`config.mk`:
```
export PLATFORM = sky130hd
export DESIGN_NAME = regfile_wb_port
export DESIGN_NICKNAME = d
export VERILOG_FILES = /design/src/rtl/regfile_wb_port.sv
export SDC_FILE = /design/constraint.sdc
export NUM_CORES = 2
export LEC_CHECK = 0
export CORE_UTILIZATION = 45
export DETAILED_ROUTE_END_ITERATION = 16
export GPL_ROUTABILITY_DRIVEN = 0
export GPL_TIMING_DRIVEN = 0
export PLACE_DENSITY = 0.58
export SLEW_MARGIN = 20
export SYNTH_ARGS = -nofsm -noshare
export SYNTH_HDL_FRONTEND = slang
export SYNTH_SLANG_ARGS = --single-unit
```
`constraint.sdc`:
```
create_clock -name clk -period 53.6 [get_ports clk]
set_input_delay 10.72 -clock clk [delete_from_list [all_inputs] [get_ports clk]]
set_output_delay 10.72 -clock clk [all_outputs]
set_load 0.1 [all_outputs]
```
`src/rtl/regfile_wb_port.sv`:
```
// regfile_wb_port
//   32 x 32-bit integer register file with one write-back port, two
//   combinational read ports, a registered debug readout port and a
//   committed-write counter.
//
//   Optional feature (macro RF_WB_BYPASS_EN):
//     defined   -> a write in flight is bypassed to rd1/rd2 in the same cycle
//                  (write-before-read), suppressed while rst is high.
//     undefined -> rd1/rd2 show the stored value until the write edge.
//
// Parameters
//   SP_INIT   reset value of x2 (sp)
//   GP_INIT   reset value of x3 (gp)
//
// Ports
//   clk       single clock, rising edge
//   rst       asynchronous active-high reset
//   regwrite  write enable from write-back
//   rd        write address
//   result    write data
//   rs1, rs2  read addresses from decode
//   rd1, rd2  combinational read data
//   dbg_addr  debug readout address
//   dbg_data  registered readout of entry[dbg_addr] (1-cycle latency)
//   wr_count  number of committed writes (rd != 0), wraps modulo 2^32
//
// Handshake: there is no valid/ready pair. The write port is a plain
// enable: a write commits on every rising clk edge where regwrite=1 and
// rd!=0 and rst=0; it is never back-pressured. Read ports are always valid.

module regfile_wb_port #(
  parameter logic [31:0] SP_INIT = 32'h0000_0000,
  parameter logic [31:0] GP_INIT = 32'h0000_0000
) (
  input  logic        clk,
  input  logic        rst,
  input  logic        regwrite,
  input  logic [4:0]  rd,
  input  logic [31:0] result,
  input  logic [4:0]  rs1,
  input  logic [4:0]  rs2,
  output logic [31:0] rd1,
  output logic [31:0] rd2,
  input  logic [4:0]  dbg_addr,
  output logic [31:0] dbg_data,
  output logic [31:0] wr_count
);

  logic [31:0] regs [32];
  logic        wr_en;
  logic [31:0] stored_a;
  logic [31:0] stored_b;

  // Writes to x0 are architecturally discarded and do not count.
  assign wr_en = regwrite && (rd != 5'd0);

  function automatic logic [31:0] reset_val(input int idx);
    if (idx == 2)      return SP_INIT;
    else if (idx == 3) return GP_INIT;
    else               return 32'h0000_0000;
  endfunction

  always_ff @(posedge clk or posedge rst) begin
    if (rst) begin
      for (int i = 0; i < 32; i++) begin
        regs[i] <= reset_val(i);
      end
      wr_count <= 32'h0000_0000;
      dbg_data <= 32'h0000_0000;
    end else begin
      if (wr_en) begin
        regs[rd] <= result;
        wr_count <= wr_count + 32'd1;
      end
      // Samples the pre-edge contents, so a same-cycle write to dbg_addr
      // shows up one cycle later (no debug bypass).
      dbg_data <= (dbg_addr == 5'd0) ? 32'h0000_0000 : regs[dbg_addr];
    end
  end

  // x0 is forced to zero on the read side regardless of storage contents.
  assign stored_a = (rs1 == 5'd0) ? 32'h0000_0000 : regs[rs1];
  assign stored_b = (rs2 == 5'd0) ? 32'h0000_0000 : regs[rs2];

`ifdef RF_WB_BYPASS_EN
  logic byp_a;
  logic byp_b;

  // wr_en already excludes rd=0, so x0 is never bypassed.
  assign byp_a = !rst && wr_en && (rd == rs1);
  assign byp_b = !rst && wr_en && (rd == rs2);
  assign rd1   = byp_a ? result : stored_a;
  assign rd2   = byp_b ? result : stored_b;
`else
  assign rd1 = stored_a;
  assign rd2 = stored_b;
`endif

endmodule

```
* After elaboration in Yosys (flattened, before gate mapping)
Index checks and enable logic that the tools add are counted.
** Cells by class
- Add/subtract/negate cells :: 1
- Magnitude comparators :: 5
- Multiplexer cells :: 15
- Bitwise operators :: 4
- Reductions and logical operators :: 6
** Operators with widths (number)
- 1024-bit bitwise mux :: 1
- 32-bit binary-select mux with 5-bit select :: 3
- 32-bit 2-to-1 mux :: 10
- 32-bit demux with 5-bit select :: 1
- 32-bit by 1-bit adder with 32-bit output (second input constant) :: 1
- 6-bit >= comparator (second input constant) :: 4
- 5-bit NOT with 6-bit output :: 4
- 5-bit zero test :: 3
- 6-bit by 1-bit < comparator with 1-bit output (second input constant) :: 1
- 5-bit nonzero test :: 1
- 1-bit logical AND :: 2
** Word-level totals
- Register bits :: 1088
- Input port bits :: 55
- Output and inout bits :: 128
- Logic and storage cells :: 65

* Depth between registers and ports, before layout
- Depth after elaboration :: 6
- Mapped depth :: 9
- Mapped depth without buffers :: 6

* Worst setup path after synthesis
OpenSTA, ideal clock, no wires.
- Kind :: in2out
- From :: input rs1[0]
- To :: output rd1[23]
- Arrival time :: 15.145 ns
- Path slack :: 27.735 ns
- Stages on the path :: 9
- Buffers on the path :: 5
- Cells stage by stage :: buf_6 > buf_12 > buf_12 > buf_12 > buf_8 > mux2i_1 > a221oi_2 > nor3_1 > a2111oi_1
** On the way
- Cells in the longest elaborated chain, start to end :: 5
- Elaborated cells on any way between the ends :: 6
- Classes of those cells :: mux (4); bitwise (1); reduce/logical (1)
** RTL lines
- start: declaration :: line 40 : input logic [4:0] rs1,
- 5-bit NOT with 6-bit output (not written as such) :: line 82 : assign stored_a = (rs1 == 5'd0) ? 32'h0000_0000 : regs[rs1];
- 32-bit binary-select mux with 5-bit select :: line 82
- 32-bit 2-to-1 mux (not written as such) (2 in a row) :: line 82
- 32-bit 2-to-1 mux * :: line 82
- end: declaration :: line 42 : output logic [31:0] rd1,
Every way passes the cells marked *; elsewhere a longest branch is shown, timed or not. The select of a mux whose other input is x is not followed.

* Worst setup path in the final report
- From :: input rs1[3]
- To :: output rd1[19]
Same word-level chain as after synthesis.

==> summary.md <==
| Metric | Value |
|---|---|
| Critical path type | input port to primary output |
| Pwr per Cell Area | 38.2 nW/um2 |
| Initial antenna violation count | 13 |
| Hold Crit Endpoint | wr_count[31] |
| Post_cts resized | 0 |
| Layout cell share with drive strength beyond 1 | 43.6% |
| First-pass iteration count of the detailed router | 12 |
| EDFF count, synth | 0 |
| Post-Route Utilization | between 50% and 60% |
| Arr. time, crit path | 16,390 ps |
| YS warnings | 0 |
| Clock skew | 27.2 ps |
| Syn nets | 4,700 |
| HP Class | flip-flop to flip-flop |
| Tmin final | 27,110 ps |
| Syn Area/Cell | 14.1 um2 |
| First-pass GRT wire length | 419,000 um |
| Die H | 383 um |
| Hold_buf cts | 0 |
| Routed wire per std cell | 44.0 um |
| Fin crit share | 50.6% |
| DR DRC count | 18 |
| Die extent in x | ~380 um |
| Hold path depth | 1 |
| Critical Path, Cell by Cell | clkdlybuf4s50_1 -> clkbuf_1 -> nand2b_1 -> buf_2 -> buf_1 -> o22ai_1 -> a2111oi_1 -> nor3_1 -> clkdlybuf4s50_1 |
| RSZ-0062 raised after global routing | no |
| Num rows | 139 |
| Post-synthesis cell count | between 4,000 and 5,000 |
| Synthesized area | 65,400 um2 |
| Die area | 147,000 um2 |
| Tot GR Track Use | between 40% and 50% |
| CTS clk-pin slew, worst paths | 60 ps |
| Starting density of the core | 45.4% |
| Via count | 51,451 |
| CTS sink count | 1,088 |
| Number of global-route vias before repair | about 50,000 |
| Status | finished, violations left |
| Most used cell, CP | clkdlybuf4s50_1 |
| Max VDD drop | 0.0290 mV |
| # H-tree levels | 4 |
| HPWL Detailed | 216,000 um |
| Top cells by count, synth | mux2_2 (1,130), dfrtp_1 (1,088), mux4_2 (567) |
| Max_slew headroom | a little under a tenth |
| PortBufs | 176 |
| Final setup viols | 0 |
| Cell variety after synth | 50 |
| I/O Pins | 183 |
| Yosys top cell by area | dfrtp_1 |
| CTS Buffer Depth | 3 |
| Slew Limit Fails | 0 |
| Final non-filler cell total | 6,993 |
| ANT nets after route | 0 |
| CORE AREA | 144,000 um2 |
| Ys flop type | dfrtp_1 |
| Worst hold start | wr_count[31] |
| Total wire length | 308,000 um |
| CTS tree | done |
| Worst Tran Pin Value | approximately 1400 ps |
| Area Growth Syn to Fin | 14.0% |
| CP endpoint kind | primary output |
| Pin count of the biggest net entering global routing | 102 |
| Lkg Pwr | between 30 and 40 nW |
| Critical path launch point type | input port |
| Final #Nets | ~5,000 |
| CP Max Fanout | 10 |
| Number of vias per cell | ~7.4 |
| Filler instances | between 10,000 and 15,000 |
| CP Data Required Time | 42,880 ps |
| Top cells by area, synth | dfrtp_1 (42%), mux4_2 (20%), mux2_2 (19%) |
| Failing checks | DRC |
| R2R cell count | 5 |
| Fraction of registers with async set/reset | 100% |
| Most frequent cell after synthesis | mux2_2 |
| Worst path max stage delay | between 1000 and 1500 ps |
| Clock Latency Late Sink | 820 ps |
| Fmax | 0.0369 GHz |
| Share of the synthesized area in the top cell type | 41.7% |
| Pre-CTS setup slack | approximately 27,000 ps |
| CTS Buf Count | between 100 and 150 |
| FF-to-FF Start | regs[676] |
| Total gr overflow | 0 |
| Sequential share of the synthesized area | 41.7% |
| Max stage delay cell, worst path | clkdlybuf4s50_1 |
| Fin worst setup slack | 26,490 ps |
| Worst R2R End | dbg_data[4] |
| Setup bufs post-CTS | 0 |
| Placed cell count | 6,751 |
| Seq cells post-synth | roughly 1,100 |
| Root Buffer | clkbuf_16 |
| R2R Setup Slk | between 50,000 and 60,000 ps |
| MaxCap Viol Count | 0 |
| Starting DRT DRC Count | 7,459 |
| Final hold vios | 0 |
logic make-up after synthesis:
group,Yosys count,synth area share (%)
AOI/OAI and AO/OA,487,6.02
xor gates and xnor gates,31,0.415
adders and majority gates,1,0.0191
buffers and inverters,545,3.93
DFF,1088,41.7
muxes,2030,44.1
and+or+nand+nor,462,3.82
state kept, by name (all words and copies together) (netlist names):
signal	count
regs	1024
dbg_data	32
wr_count	32
how the worst max path moves through the flow:
| stage | start | end | slack, ps | cells past startpoint |
|---|---|---|---|---|
| floorplan | rst | dbg_data[0] | 12250 | 1 |
| finish | rs1[3] | rd1[19] | 26490 | 9 |
| CTS | rs1[3] | rd1[5] | 26850 | 8 |
| global placement | rst | regs[167] | -1900 | 2 |
| global route | rs1[1] | rd1[0] | 26730 | 9 |
| detailed placement | rs1[3] | rd1[5] | 26880 | 8 |
layout make-up:
class	count	area, um2	share of cell area, %
diodes	7	17.5	0.0235
plain buffers	541	2620	3.51
clock buffers	200	4000	5.36
clock inverters	35	322	0.431
inverters	4	22.5	0.0302
multi-input cells	3011	35700	47.9
flip-flops and latches	1088	27200	36.5
well taps	1903	2380	3.20
repair buffers	204	2260	3.04
metrics by stage:
step	power, mW	setup TNS, ps	hold WS [ps]	cell area [um2]
CTS	2.82	0	479	74500
global placement	1.89	-1716990	465	69500
floorplan	1.66	0	458	65400
finish	2.85	0	472	74500
detailed placement	1.91	0	467	70200
global route	2.92	0	491	74500
metal layers:
metal / vias to the layer above / wire length, um / GRT usage, % / share of wire, %
met2: 4330 / 126000 / 57.5 / 41
met4: 18 / 27500 / 31.3 / 8.9
li1: 18995 / - / - / -
met3: 1111 / 42200 / 17.1 / 14
met5: - / 448 / 1.85 / 0.15
met1: 26997 / 111000 / 52.3 / 36
critical path: cells and delay by family:
family          cells  cell delay (ps)
compound gates      2             1060
buf+inv             5             4090
simple gates        2              490
cell usage in the layout (no fill, tap or decap), types with 6 or more instances in the layout:
master,instances
a221o_1,64
inv_6,7
diode_2,7
nor3_1,31
mux2_2,1130
nor2b_1,114
clkbuf_8,33
buf_2,149
o2111ai_1,6
a221oi_1,22
xnor2_1,26
buf_6,17
mux2i_1,323
clkbuf_2,40
clkbuf_1,273
a2111oi_1,11
and3_1,7
buf_16,14
buf_1,43
buf_4,58
a211oi_1,112
a21oi_1,11
mux4_2,567
a2111oi_0,19
clkdlybuf4s50_1,176
mux2_1,10
dfrtp_1,1088
nand2_1,101
clkinv_2,21
clkbuf_16,137
nor4_1,59
a22o_1,108
nand4_1,13
o221ai_1,9
nor2_1,56
nand3_1,15
o22ai_1,102
a2111oi_2,12
nand2b_1,36
power breakdown:
part	internal [mW]	switching (mW)
sequential	0.974	0.162
combinational	0.375	0.421
clock	0.529	0.387
total	1.88	0.969
Power figures use the tool's default switching activity.
